<file path="src/rtl/uart_tx_arbiter.sv">
// Round-robin arbiter that shares one uart_tx serializer between NUM_REQ byte producers.
// Optional forced unlock of a stalled message owner: define UART_ARB_TIMEOUT_EN.
module uart_tx_arbiter #(
  parameter int NUM_REQ      = 4,
  parameter int LOCK_TIMEOUT = 1024
) (
  input  logic                 i_clk,
  input  logic                 i_rst,
  input  logic [NUM_REQ-1:0]   i_req_valid,
  input  logic [8*NUM_REQ-1:0] i_req_data,
  input  logic [NUM_REQ-1:0]   i_req_last,
  output logic [NUM_REQ-1:0]   o_req_ready,
  output logic [NUM_REQ-1:0]   o_grant,
  output logic                 o_locked,
  output logic                 o_tx_write,
  output logic [7:0]           o_tx_data,
  input  logic                 i_tx_busy
`ifdef UART_ARB_TIMEOUT_EN
  ,
  output logic                 o_lock_timeout
`endif
);

  localparam int PTR_W = (NUM_REQ > 1) ? $clog2(NUM_REQ) : 1;

  typedef enum logic [1:0] {
    IDLE,
    WAIT_START,
    WAIT_DONE
  } state_t;

  state_t             state_q, state_d;
  logic [PTR_W-1:0]   ptr_q, ptr_d;
  logic [PTR_W-1:0]   owner_q, owner_d;
  logic               locked_q, locked_d;
  logic [NUM_REQ-1:0] grant_q, grant_d;
  logic [NUM_REQ-1:0] ready_q, ready_d;
  logic               write_q, write_d;
  logic [7:0]         data_q, data_d;
  logic               sel_found;
  logic [PTR_W-1:0]   sel_idx;
  int                 scan_idx;

  function automatic logic [PTR_W-1:0] next_idx(input logic [PTR_W-1:0] k);
    if (int'(k) == NUM_REQ - 1) return '0;
    return k + 1'b1;
  endfunction

  // While locked only the owner may be picked; otherwise scan ptr, ptr+1, ... with wrap.
  always_comb begin
    // NOTE: every always_comb output gets a default first, so no latch is inferred.
    sel_found = 1'b0;
    sel_idx   = '0;
    scan_idx  = 0;
    if (locked_q) begin
      sel_found = i_req_valid[owner_q];
      sel_idx   = owner_q;
    end else begin
      // Descending offsets so the nearest valid requester after ptr is assigned last.
      for (int i = NUM_REQ - 1; i >= 0; i--) begin
        scan_idx = (int'(ptr_q) + i) % NUM_REQ;
        if (i_req_valid[scan_idx]) begin
          sel_found = 1'b1;
          sel_idx   = PTR_W'(scan_idx);
        end
      end
    end
  end

`ifdef UART_ARB_TIMEOUT_EN
  localparam int CNT_W = $clog2(LOCK_TIMEOUT + 1);
  logic [CNT_W-1:0] cnt_q, cnt_d;
  logic             timeout_q, timeout_d;
  assign o_lock_timeout = timeout_q;
`else
  logic unused_lock_timeout;
  assign unused_lock_timeout = (LOCK_TIMEOUT > 0);
`endif

  always_comb begin
    state_d  = state_q;
    ptr_d    = ptr_q;
    owner_d  = owner_q;
    locked_d = locked_q;
    grant_d  = grant_q;
    ready_d  = '0;
    write_d  = 1'b0;
    data_d   = data_q;
`ifdef UART_ARB_TIMEOUT_EN
    cnt_d     = cnt_q;
    timeout_d = 1'b0;
`endif
    unique case (state_q)
      IDLE: begin
        if (!i_tx_busy && sel_found) begin
          state_d          = WAIT_START;
          data_d           = i_req_data[8*int'(sel_idx) +: 8];
          write_d          = 1'b1;
          ready_d[sel_idx] = 1'b1;
          grant_d          = '0;
          grant_d[sel_idx] = 1'b1;
          if (i_req_last[sel_idx]) begin
            locked_d = 1'b0;
            ptr_d    = next_idx(sel_idx);
          end else begin
            locked_d = 1'b1;
            owner_d  = sel_idx;
          end
`ifdef UART_ARB_TIMEOUT_EN
          cnt_d = '0;
`endif
        end
`ifdef UART_ARB_TIMEOUT_EN
        else if (locked_q && !i_req_valid[owner_q]) begin
          if (cnt_q == CNT_W'(LOCK_TIMEOUT - 1)) begin
            cnt_d     = '0;
            timeout_d = 1'b1;
            locked_d  = 1'b0;
            ptr_d     = next_idx(owner_q);
          end else begin
            cnt_d = cnt_q + 1'b1;
          end
        end
`endif
      end
      WAIT_START: if (i_tx_busy) state_d = WAIT_DONE;
      WAIT_DONE:  if (!i_tx_busy) state_d = IDLE;
      default:    state_d = IDLE;
    endcase
  end

  // Asynchronous reset clears arbiter state only; a byte already in uart_tx finishes on its own.
  always_ff @(posedge i_clk or posedge i_rst) begin
    if (i_rst) begin
      // NOTE: sequential state uses non-blocking assignments only.
      state_q  <= IDLE;
      ptr_q    <= '0;
      owner_q  <= '0;
      locked_q <= 1'b0;
      grant_q  <= '0;
      ready_q  <= '0;
      write_q  <= 1'b0;
      data_q   <= '0;
`ifdef UART_ARB_TIMEOUT_EN
      cnt_q     <= '0;
      timeout_q <= 1'b0;
`endif
    end else begin
      state_q  <= state_d;
      ptr_q    <= ptr_d;
      owner_q  <= owner_d;
      locked_q <= locked_d;
      grant_q  <= grant_d;
      ready_q  <= ready_d;
      write_q  <= write_d;
      data_q   <= data_d;
`ifdef UART_ARB_TIMEOUT_EN
      cnt_q     <= cnt_d;
      timeout_q <= timeout_d;
`endif
    end
  end

  assign o_req_ready = ready_q;
  assign o_grant     = grant_q;
  assign o_locked    = locked_q;
  assign o_tx_write  = write_q;
  assign o_tx_data   = data_q;

endmodule

</file>
<file path="config.mk">
export PLATFORM = sky130hd
export DESIGN_NAME = uart_tx_arbiter
export DESIGN_NICKNAME = d
export VERILOG_FILES = /design/src/rtl/uart_tx_arbiter.sv
export SDC_FILE = /design/constraint.sdc
export NUM_CORES = 1
export LEC_CHECK = 0
export ABC_AREA = 1
export CAP_MARGIN = 0
export CORE_AREA = 2 2 71 73
export DETAILED_ROUTE_END_ITERATION = 8
export DIE_AREA = 0 0 73 75
export DONT_BUFFER_PORTS = 1
export HOLD_SLACK_MARGIN = 0.06
export PLACE_DENSITY = 0.61
export SKIP_CTS_REPAIR_TIMING = 1
export SLEW_MARGIN = 30
export SYNTH_ARGS = -nofsm -noshare
export SYNTH_HDL_FRONTEND = slang
export SYNTH_SLANG_ARGS = --single-unit
</file>
<file path="constraint.sdc">
create_clock -name i_clk -period 2.65 [get_ports i_clk]
set_input_delay 0.6625 -clock i_clk [delete_from_list [all_inputs] [get_ports i_clk]]
set_output_delay 0.6625 -clock i_clk [all_outputs]
set_load 0.05 [all_outputs]
</file>
==> Word level (Yosys, flattened, before mapping) <==
Index checks and enable logic that the tools add are counted.
{ "totals": {"register_bits": 24, "latchBits": 0, "ram_bits": 0, "mem_bits_ro": 0, "inputBits": 43, "elab_cells": 83, "n_memories": 0} }
{ "classes": {"addsub": 4, "multipliers": 0, "n_div": 0, "n_lt_le_gt_ge": 7, "n_eq_ne": 6, "shifts": 1, "muxes": 42, "bitwise_logic": 4, "reduce_logical": 11} }
{ "ops": {"columns": ["cell", "n"], "rows": [
  ["indexed part select 32 x 6 -> 8 bit", 1],
  ["2-to-1 mux 1 bit", 22],
  ["2-to-1 mux 2 bit", 10],
  ["binary-select mux 1 bit (select 2 bit)", 6],
  ["< comparator 3 x 4 -> 1 bit, second input constant", 3],
  ["< comparator 2 x 3 -> 1 bit, second input constant", 3],
  ["AND reduction 3 bit", 3],
  ["2-to-1 mux 4 bit", 2],
  ["inequality test 2 bit, second input constant", 3],
  ["one-hot mux 2 bit (3 select lines)", 1],
  ["OR reduction 2 bit", 3],
  ["adder 2 x 1 -> 2 bit, second input constant", 2],
  ["adder 2 bit, second input constant", 2],
  ["== test 2 x 1 -> 1 bit, second input constant", 2],
  ["AND 1 bit, first input constant", 3],
  ["demux 1 bit (select 2 bit)", 1],
  ["== test 2 bit, second input constant", 1],
  ["greater-or-equal comparator 2 x 1 -> 1 bit, second input constant", 1],
  ["logical AND 1 bit", 2],
  ["logical NOT 2 bit", 1],
  ["AND reduction 2 bit", 1],
  ["logical NOT 1 bit", 1],
  ["inverter 1 bit", 1]
]} }

==> Longest topological paths before layout <==
Gate-level depths: netlist of run 1.
{ "logic_depth": {"depth_word": 17, "ltp_mapped": 17, "ltp_nobuf": 16} }

==> Worst setup path after synthesis of run 1 <==
No wires, ideal clock.
{ "synth_timing": {"path_type": "in2reg", "start": "input i_req_valid[1]", "end": "register ptr_q[1]", "setup_time_ns": 0.117, "t_arrival_ns": 1.905, "required_time_ns": 2.533, "setup_slack_ns": 0.628, "cell_stages": 12, "cell_sequence": "inv_1 o21ai_2 nand2_2 nand2_1 a21oi_1 nand2_1 o21a_4 clkinv_2 buf_6 ha_1 nand3_1 nand2_1"} }
{ "synth_between": {"elab_chain_cells": 14, "elab_cells_between_ends": 34} }
{ "synth_lines": {"columns": ["element", "line", "source"], "rows": [
  ["start, declared", "9", "input logic [NUM_REQ-1:0] i_req_valid,"],
  ["binary-select mux 1 bit (select 2 bit)", "62", "if (i_req_valid[scan_idx]) begin"],
  ["2-to-1 mux 1 bit (not written as such) (2 in series)", "62", null],
  ["2-to-1 mux 2 bit (3 in series)", "62", null],
  ["2-to-1 mux 2 bit *", "62", null],
  ["2-to-1 mux 2 bit *", "55", "if (locked_q) begin"],
  ["net sel_idx[1]", "41", "logic [PTR_W-1:0] sel_idx;"],
  ["== test 2 x 1 -> 1 bit", "45", "if (int'(k) == NUM_REQ - 1) return '0;"],
  ["2-to-1 mux 1 bit", "45", null],
  ["2-to-1 mux 1 bit", "102", "if (i_req_last[sel_idx]) begin"],
  ["2-to-1 mux 1 bit", "95", "if (!i_tx_busy && sel_found) begin"],
  ["2-to-1 mux 1 bit", "93", "unique case (state_q)"],
  ["2-to-1 mux 2 bit", "46", "return k + 1'b1;"],
  ["end signal, assigned", "150", "ptr_q <= ptr_d;"],
  ["end, declared", "33", "logic [PTR_W-1:0] ptr_q, ptr_d;"]
]} }
Mark *: on every way through the listed nets, which the timed path passes. The rest lies on a longest branch. The select of a mux whose other input is x is not followed.
A chain may end at the register's enable or synchronous reset.

==> Worst setup path in the final report of run 1 <==
{ "layout_timing": {"start": "register ptr_q[0]", "end": "register data_q[2] (netlist: o_tx_data[2])"} }
{ "layout_between": {"elab_chain_cells": 11, "elab_cells_between_ends": 27} }
{ "layout_lines": {"columns": ["element", "line", "source"], "rows": [
  ["branches (longest 11 deep; another with adder 2 bit)", null, null],
  ["end signal, assigned", "156", "data_q <= data_d;"],
  ["end, declared", "39", "logic [7:0] data_q, data_d;"]
]} }
Parallel ways; which one is timed is not known. The select of a mux whose other input is x is not followed.

==> run_results.csv, run 1 <==
group,metric,value,unit
worst_setup_path,worstPathRequired,2.81,ns
power_and_ir_drop,power.leakage,1.004,nW
synth,avgSynthCellArea,7.332,sq um
global_routing,overflow,0,
floorplan,fp.dieW,73,um
sta,hold_viol_final,0,
drt,wl_per_cell,12.38,um
power_and_ir_drop,p_seq_share,34.3,%
worst_setup_path,worst-setup-path-type,"flop to flop",
floorplan,start_util,39.33,%
floorplan,dieHeight,75,um
clock_tree,cts_root_buf,"clkbuf_8",
synth,synth_area,0.001833,sq mm
sta,setup_viol_count_final,0,
clock_tree,cts_tree,"done",
global_routing,grt_max_degree,25,
synth,synth-warning-count,0,
worst_setup_path,crit_chain,"inv_1 > nand2_1 > nand2_2 > inv_2 > nand2_2 > nand2_2 > clkinv_2 > nand3_2 > nand3_4 > nand2_4 > buf_4 > nand2_1 > nand3_1 > o21ai_1 > nand2_1 > nand2_1",
power_and_ir_drop,p_total,2.885,mW
clock_tree,numCtsBuffers,3,
power_and_ir_drop,p_sw,1.694,mW
sta,rsz0062_at_grt,"no",
finish,final_nets,295,
place,io_buffers,0,
clock_tree,cts.path.max_buffers,2,
finish,drive_gt1_share,19.51,%
finish,fill_cells,479,
worst_setup_path,worstPathArrival,2.52,ns
power_and_ir_drop,power_density,1544,mW/mm^2
drt,drt-initial-drc-count,68,
sta,slew_headroom,41.24,%
finish,syn_to_final_growth,1.979,%
finish,diodes,0,
power_and_ir_drop,p_clk_share,7.1,%
worst_setup_path,cp_slowest_stage_delay,0.58,ns
floorplan,placementRows,25,
clock_tree,clk_latency,0.26,ns
power_and_ir_drop,peakVddDrop,0.0007354,V
clock_tree,htreeDepth,1,
sta,worst_pin_slew,0.8805,ns
place,gp_congestion,0.8495,
worst_setup_path,worst-path-buf-inv,4,
sta,maxSlewViolCount,0,
place,dp_hpwl,2897,um
worst_setup_path,slowest_stage,"dfrtp_1",
synth,ys_seq_area_share,32.76,%
clock_tree,cts_sinks,24,
finish,layout_common_cells,"65 x nand2_1, 34 x inv_1, 24 x dfrtp_1, 20 x nand3_1",
floorplan,core_area,0.004661,sq mm
sta,fin_tns_setup,0,ns
drt,drcViolationCount,0,
drt,via_per_inst,4.843,
worst_setup_path,path_delay_family,"simple AND/OR/NAND/NOR gates",
status,outcome,"finished, final reports clean",
place,placed_area,0.001828,sq mm
global_routing,globalRouteTotalUtil,13.82,%
sta,max_freq,423.4,MHz
synth,syn_inst,250,
clock_tree,clk_pin_slew,0.08,ns
worst_hold_path,min_path_type,"input pin to flop",
finish,final_common_cell,"nand2_1",
worst_setup_path,setup.worst_path.start_class,"flop",
global_routing,antenna_found_initial,0,
synth,ys_ff_latch,24,
power_and_ir_drop,p_comb_share,58.5,%
synth,synth_cell_types,28,
drt,postRouteAntennaNets,0,
flow_run,cap_violations,0,
synth,syn_nets,297,
power_and_ir_drop,p_int,1.191,mW
sta,finalCriticalPeriod,2.362,ns
sta,fin_crit_sh,89.13,%
drt,route.vias.total,1453,
drt,postRouteWirelength,3713,um
finish,final_cell_area,0.001869,sq mm
worst_setup_path,crit_path_frequent_cell,"nand2_1",
floorplan,boundaryPins,61,
power_and_ir_drop,switching_share,58.73,%
floorplan,die_area,0.005475,sq mm
worst_setup_path,crit_path_max_fanout,20,
worst_setup_path,cp-end-kind,"flop",
drt,first_pass_iters,4,
global_routing,first_global_vias,1316,
sta,fin_worst_skew,0.004795,ns
global_routing,grt_pass1_wl,6016,um
## stage by stage
| stage | std cells | setup slack (ns) | util (%) | hold slack [ns] |
|---|---|---|---|---|
| global placement | 297 | 0.2798 | 39.22 | 0.4728 |
| floorplan | 250 | 0.6277 | - | 0.4485 |
| CTS | 300 | 0.2814 | 40.11 | 0.4529 |
| global route | 300 | 0.02815 | 40.11 | 0.4503 |
| detailed placement | 297 | 0.2612 | 39.22 | 0.4833 |
| finish | 300 | 0.2880 | 40.11 | 0.4580 |
## synth_stat cells
cell type	number	area share (%)
dfrtp_1	24	33
clkinv_2	2	0.55
nand2_1	65	13
xnor2_1	1	0.48
o21a_4	1	0.82
nor3_1	2	0.55
clkbuf_1	1	0.20
nand2_2	17	5.8
nand3_4	3	2.9
ha_1	4	2.7
o21ai_1	9	2.5
buf_4	1	0.41
inv_2	2	0.41
o21ai_0	7	1.9
nand3b_1	8	3.3
inv_1	34	7.0
inv_4	1	0.34
nor2_1	17	3.5
or2_2	1	0.34
nand4_1	2	0.68
o21ai_2	2	0.96
buf_6	5	3.1
nand3_1	20	5.5
buf_12	1	1.1
a21oi_1	5	1.4
nand2_4	5	3.1
buf_2	3	0.82
nand3_2	7	3.8
## worst paths after layout
kind	from	endpoint	slack, ns	depth (start not counted)
max	ptr_q[0]	o_tx_data[2]	0.29	16
min	i_tx_busy	state_q[0]	0.46	1
min in group asynchronous	i_rst	state_q[1]	0.47	1
max reg2reg	ptr_q[0]	o_tx_data[2]	0.29	16
min reg2reg	state_q[1]	state_q[0]	0.49	1
max in group asynchronous	i_rst	o_tx_write	1.64	1
## per-layer routing
metal  routed length (um)  share of wire (%)  vias up  GRT usage (%)
li1                     -                  -      769              -
met2                 1540                 41       47          19.82
met3                  233                6.3        5          3.213
met4                   57                1.5        0          5.350
met5                    0                  0        -              0
met1                 1881                 51      632          20.05
## layout make-up
class	count	area, sq um	share of cell area, %
Multi-Input combinational cell	176	978.4	52.34
Tap cell	54	67.56	3.614
Inverter	39	151.4	8.099
Clock buffer	3	41.29	2.209
Timing Repair Buffer	4	30.03	1.606
Sequential cell	24	600.6	32.13
## cells by family (layout without fill, tap and decap cells)
| family | Yosys count | count (layout) | synth area share (%) |
|---|---|---|---|
| AOI/OAI and AO/OA | 24 | 24 | 7.508 |
| xor gates and xnor gates | 1 | 1 | 0.4779 |
| adders and majority gates | 4 | 4 | 2.730 |
| buffers and inverters | 50 | 46 | 13.86 |
| DFF | 24 | 24 | 32.76 |
| and+or+nand+nor | 147 | 147 | 42.66 |
## power by group through the flow
| stage | clock network (mW) | registers [mW] | logic, mW |
|---|---|---|---|
| 2_1_floorplan | 0 | 0.977 | 1.59 |
| 3_3_place_gp | 0 | 0.998 | 1.69 |
| 3_5_place_dp | 0 | 1.00 | 1.70 |
| 4_1_cts | 0.215 | 0.993 | 1.71 |
| 5_1_grt | 0.228 | 1.01 | 1.93 |
| 6_report | 0.206 | 0.990 | 1.69 |
## flip-flops by register name, indices dropped and copies added, names as in the netlist
signal and flops:
ptr_q 2, o_grant 4, o_locked 1, owner_q 2, o_req_ready 4, o_tx_data 8, state_q 2, o_tx_write 1
Power figures use the tool's default switching activity.
==> run 2: changes to the inputs <==
--- a/config.mk
+++ b/config.mk
@@ -5,11 +5,10 @@
 export SDC_FILE = /design/constraint.sdc
 export NUM_CORES = 1
 export LEC_CHECK = 0
-export ABC_AREA = 1
 export CAP_MARGIN = 0
-export CORE_AREA = 2 2 71 73
+export CORE_AREA = 2 2 64 66
 export DETAILED_ROUTE_END_ITERATION = 8
-export DIE_AREA = 0 0 73 75
+export DIE_AREA = 0 0 66 68
 export DONT_BUFFER_PORTS = 1
 export HOLD_SLACK_MARGIN = 0.06
 export PLACE_DENSITY = 0.61
==> constraint.sdc (replaced) <==
create_clock -name i_clk -period 2.7 [get_ports i_clk]
set_input_delay 0.675 -clock i_clk [delete_from_list [all_inputs] [get_ports i_clk]]
set_output_delay 0.675 -clock i_clk [all_outputs]
set_load 0.05 [all_outputs]
==> run_results.csv, run 2 <==
group,metric,value,unit
status,outcome,"finished, final reports clean",
power_and_ir_drop,power_density,1410,mW/mm^2
finish,register_area,600.6,sq um
worst_setup_path,crit_path_max_fanout,14,
worst_setup_path,setup.worst_path.start_class,"flop",
worst_setup_path,cp-end-kind,"flop",
worst_setup_path,reg2reg_depth,8,
sta,fin_worst_skew,0.001778,ns
finish,drive_gt1_share,22.14,%
drt,via_per_inst,5.304,
sta,slew_headroom,66.26,%
power_and_ir_drop,power.leakage,0.8019,nW
power_and_ir_drop,peakVddDrop,0.0006556,V
flow_run,cap_violations,0,
worst_setup_path,ff2ff_setup_slack,0.56,ns
floorplan,die_area,0.004488,sq mm
floorplan,core_area,0.003856,sq mm
finish,syn_to_final_growth,8.950,%
sta,setup_viol_count_final,0,
finish,final_nets,179,
worst_hold_path,min_path_type,"input pin to asynchronous set/reset pin",
clock_tree,clk_latency,0.26,ns
synth,synth_top_area_share,41.31,%
drt,met3WireLength,283,um
worst_setup_path,crit_start,"o_locked",
worst_setup_path,slowest_stage,"dfrtp_1",
global_routing,globalRouteTotalUtil,14.42,%
drt,route.vias.total,960,
synth,synthTopCellsByArea,"dfrtp_1 41%, mux2i_1 17%, mux2_2 8.5%",
sta,maxSlewViolCount,0,
floorplan,dieHeight,68,um
synth,synth-warning-count,0,
drt,first_pass_iters,4,
floorplan,fp.dieW,66,um
drt,drt-initial-drc-count,8,
sta,fin_tns_setup,0,ns
synth,avgSynthCellArea,11.63,sq um
place,gp_congestion,0.8066,
drt,wl_per_cell,16.61,um
synth,synth_ff_type,"dfrtp_1",
clock_tree,numCtsBuffers,3,
finish,layout_common_cells,"25 x mux2i_1, 24 x dfrtp_1, 11 x mux2_2, 7 x inv_1, 7 x and2_1",
finish,multi_input_area,790.8,sq um
drt,postRouteWirelength,3006,um
place,placedCellCount,177,
finish,largest_register_ff_count,8,
drt,drcViolationCount,0,
worst_setup_path,r2r_end,"o_tx_data[2]",
sta,finalCriticalPeriod,2.136,ns
finish,fill_cells,403,
sta,fin_crit_sh,79.11,%
synth,syn_nets,172,
sta,max_freq,468.1,MHz
synth,syn_inst,125,
sta,rsz0062_at_grt,"no",
worst_setup_path,worstPathArrival,2.28,ns
clock_tree,cts_sinks,24,
drt,drt-met1-wl,1154,um
synth,ys_seq_area_share,41.31,%
worst_setup_path,worstPathRequired,2.85,ns
sta,worst_pin_slew,0.5053,ns
synth,synth_area,0.001454,sq mm
place,io_buffers,0,
clock_tree,clk_pin_slew,0.08,ns
synth,synth_area_leader_cell,"dfrtp_1",
synth,synthArstFlopShare,100.0,%
finish,finalNonFillerCells,181,
clock_tree,cts_tree,"done",
finish,diodes,0,
finish,final_common_cell,"mux2i_1",
clock_tree,cts_root_buf,"clkbuf_8",
clock_tree,htreeDepth,1,
worst_setup_path,crit-reg2reg-launch,"o_locked",
synth,synth_cell_types,35,
worst_setup_path,worst-setup-path-type,"flop to flop",
worst_setup_path,crit_path_end,"o_tx_data[2]",
synth,synth_edf_count,0,
drt,top_layer_used,"met4",
synth,synth_common_cells,"25 x mux2i_1, 24 x dfrtp_1, 11 x mux2_2",
drt,wl_met2,1550,um
global_routing,antenna_found_initial,0,
synth,ys_ff_latch,24,
global_routing,grt_pass1_wl,4899,um
floorplan,placementRows,23,
floorplan,boundaryPins,61,
drt,postRouteAntennaNets,0,
place,dp_hpwl,2391,um
worst_setup_path,crit_chain,"nor2_1 > nand2_1 > o211ai_2 > buf_4 > buf_4 > mux2i_1 > mux2i_1 > mux2_2",
global_routing,overflow,0,
clock_tree,cts.path.max_buffers,2,
worst_setup_path,cp_slowest_stage_delay,0.45,ns
floorplan,start_util,37.70,%
synth,synth_most_common_cell,"mux2i_1",
global_routing,first_global_vias,1101,
sta,hold_viol_final,0,
global_routing,grt_max_degree,25,
run 2: cell type report:
| class | count | area share (%) |
|---|---|---|
| clock buffer | 4 | 3.476 |
| inverter | 8 | 1.896 |
| multi-input combinational | 89 | 49.92 |
| sequential | 24 | 37.91 |
| tap | 50 | 3.949 |
| timing repair buffer | 6 | 2.844 |
run 2: worst max-delay path, delay by kind of cell, from the launching register on:
kind / cells / cell delay (ns)
AOI/OAI and AO/OA: 1 / 0.26
and+or+nand+nor: 2 / 0.26
DFF: 1 / 0.45
muxes: 3 / 0.61
buffers and inverters: 2 / 0.45
run 2: worst min path at each step:
stage	from	to	slack [ns]	depth (start not counted)
floorplan	state_q[1]	state_q[0]	0.44	1
global placement	state_q[1]	state_q[0]	0.46	1
detailed placement	state_q[1]	state_q[0]	0.48	1
CTS	i_tx_busy	state_q[0]	0.47	1
global route	i_rst	o_tx_write	0.34	1
finish	i_rst	o_tx_write	0.32	1
run 2: power breakdown:
group / switching, mW / internal [mW] / leakage, nW
Combinational: 0.488 / 0.501 / 0.477
Sequential: 0.502 / 0.509 / 0.296
Clock: 0.105 / 0.130 / 0.0288
run 2: per-layer routing:
layer | vias to the layer above | GRT usage, %
met5 | - | 0
met4 | 0 | 3.827
met3 | 2 | 4.441
met2 | 45 | 27.65
met1 | 461 | 15.35
li1 | 452 | -
run 2: logic make-up (layout without fill, tap and decap cells):
| family | count (synthesis) | count (layout) | synth area share (%) |
|---|---|---|---|
| compound gates | 18 | 18 | 9.983 |
| xor+xnor | 1 | 1 | 0.6025 |
| fa+ha+maj | 4 | 4 | 3.442 |
| buf+inv | 12 | 18 | 4.303 |
| flops | 24 | 24 | 41.31 |
| mux | 39 | 39 | 29.09 |
| simple gates | 27 | 27 | 11.27 |
run 2: through the flow:
stage	hold WS [ns]	total power [mW]	worst slack (ns)	utilization, %	instance area, sq um
after CTS	0.4724	2.266	0.5265	41.08	1584
after detailed placement	0.4816	2.022	0.3607	39.65	1529
after global placement	0.4580	1.974	0.4168	39.65	1529
final	0.3196	2.234	0.5639	41.08	1584
after global routing	0.3445	2.396	0.4197	41.08	1584
after floorplan	0.4440	1.812	0.4723	-	1454
==> run 3: changes to the inputs <==
==> constraint.sdc (replaced) <==
create_clock -name i_clk -period 1.97 [get_ports i_clk]
set_input_delay 0.4925 -clock i_clk [delete_from_list [all_inputs] [get_ports i_clk]]
set_output_delay 0.4925 -clock i_clk [all_outputs]
set_load 0.05 [all_outputs]
==> run_results.csv, run 3 (same netlist as run 2, synthesis figures left out) <==
group,metric,value,unit
status,outcome,"finished, final reports clean",
drt,wl_per_cell,17.27,um
drt,drt-initial-drc-count,16,
sta,fin_worst_skew,0.005863,ns
drt,via_per_inst,5.328,
worst_setup_path,crit_chain,"and2b_1 > o21ai_2 > o211ai_4 > buf_6 > mux2i_4 > o2bb2ai_1 > mux2_1",
place,dp_hpwl,2522,um
flow_run,cap_violations,0,
global_routing,first_global_vias,1096,
worst_setup_path,setup.worst_path.start_class,"flop",
drt,drcViolationCount,0,
worst_setup_path,r2r_end,"ptr_q[1]",
sta,rsz0062_at_grt,"yes",
finish,fill_cells,374,
power_and_ir_drop,p_total,3.547,mW
finish,diodes,0,
power_and_ir_drop,p_int,1.880,mW
clock_tree,htreeDepth,1,
clock_tree,cts_tree,"done",
clock_tree,cts_sinks,24,
sta,hold-worst-slack,0.1525,ns
clock_tree,numCtsBuffers,3,
sta,worst_pin_slew,0.4926,ns
worst_setup_path,cp-end-kind,"flop",
worst_setup_path,ff2ff_setup_slack,0.04,ns
clock_tree,clk_latency,0.27,ns
finish,layout_common_cells,"24 x mux2i_1, 23 x dfrtp_1, 12 x buf_4, 10 x mux2_2",
global_routing,grt_pass1_wl,4981,um
floorplan,start_util,37.70,%
floorplan,core_area,0.003856,sq mm
global_routing,globalRouteTotalUtil,14.60,%
clock_tree,clk_pin_slew,0.09,ns
clock_tree,cts.path.max_buffers,2,
drt,route.vias.total,1023,
global_routing,grt_max_degree,25,
sta,setup_viol_count_final,0,
power_and_ir_drop,power.leakage,0.8867,nW
worst_setup_path,crit-reg2reg-launch,"ptr_q[0]",
finish,syn_to_final_growth,24.10,%
worst_hold_path,min_path_type,"input pin to asynchronous set/reset pin",
finish,drive_gt1_share,36.62,%
worst_setup_path,cp_slowest_stage_delay,0.41,ns
sta,slew_headroom,67.16,%
clock_tree,cts_root_buf,"clkbuf_8",
sta,fin_tns_setup,0,ns
finish,register_area,601.8,sq um
worst_setup_path,worstPathArrival,2.09,ns
floorplan,die_area,0.004488,sq mm
power_and_ir_drop,power_density,1966,mW/mm^2
power_and_ir_drop,peakVddDrop,0.0006651,V
finish,largest_register_ff_count,8,
sta,max_freq,517.1,MHz
worst_setup_path,slowest_stage,"dfrtp_1",
finish,final_nets,190,
floorplan,boundaryPins,61,
sta,fin_crit_sh,98.16,%
power_and_ir_drop,p_clk_share,9.4,%
place,io_buffers,0,
sta,maxSlewViolCount,0,
drt,postRouteWirelength,3315,um
drt,postRouteAntennaNets,0,
drt,first_pass_iters,4,
floorplan,placementRows,23,
worst_setup_path,worstPathRequired,2.12,ns
finish,final_common_cell,"mux2i_1",
worst_setup_path,reg2reg_depth,7,
power_and_ir_drop,p_seq_share,39.3,%
power_and_ir_drop,p_comb_share,51.3,%
power_and_ir_drop,p_sw,1.668,mW
floorplan,fp.dieW,66,um
global_routing,overflow,0,
sta,hold_viol_final,0,
power_and_ir_drop,switching_share,47.02,%
place,gp_congestion,0.7075,
global_routing,antenna_found_initial,0,
worst_setup_path,crit_path_max_fanout,5,
finish,multi_input_area,880.8,sq um
floorplan,dieHeight,68,um
sta,finalCriticalPeriod,1.934,ns
worst_setup_path,worst-setup-path-type,"flop to flop",
run 3: through the flow:
step | std cells | cell area, sq um | util (%) | setup slack, ns
2_1_floorplan | 125 | 1481 | - | -0.01291
3_3_place_gp | 184 | 1600 | 41.50 | -0.03116
3_5_place_dp | 184 | 1600 | 41.50 | -0.03186
4_1_cts | 188 | 1655 | 42.93 | 0.0006142
5_1_grt | 192 | 1804 | 46.79 | -0.02102
6_report | 192 | 1804 | 46.79 | 0.03616
run 3: worst max path at each step:
stage / start / to / slack [ns] / cells past startpoint
after global placement: i_req_valid[3] / ptr_q[0] / -0.03 / 9
after floorplan: o_locked / ptr_q[0] / -0.01 / 10
after CTS: o_locked / o_tx_data[2] / 0.0006 / 8
after detailed placement: i_req_valid[3] / o_tx_data[2] / -0.03 / 8
after global routing: ptr_q[0] / ptr_q[1] / -0.02 / 7
final: ptr_q[0] / ptr_q[1] / 0.04 / 7
run 3: metal layers:
metal	share of wire, %	track usage, %	wire length (um)
met5	0	0	0
met4	2.4	7.143	81
met3	4.6	2.632	152
met2	56	26.39	1851
met1	37	16.72	1229
run 3: worst max-delay path: cells and delay by family, from the launching register on:
kind / cells / cell delay, ns
DFF: 1 / 0.41
muxes: 2 / 0.55
buffers and inverters: 1 / 0.16
and+or+nand+nor: 1 / 0.21
AOI/OAI and AO/OA: 3 / 0.49
run 3: power groups by stage:
stage	registers, mW	logic [mW]	clock network, mW
after global routing	1.42	1.99	0.362
after floorplan	1.37	1.18	0
after CTS	1.38	1.50	0.344
after detailed placement	1.39	1.49	0
after global placement	1.38	1.45	0
final	1.39	1.82	0.335
run 3: layout make-up:
type                            count  area share (%)
Timing Repair Buffer               17           9.362
Tap cell                           50           3.467
Multi-Input combinational cell     89           48.82
Clock buffer                        4           3.051
Sequential cell                    24           33.36
Inverter                            8           1.942
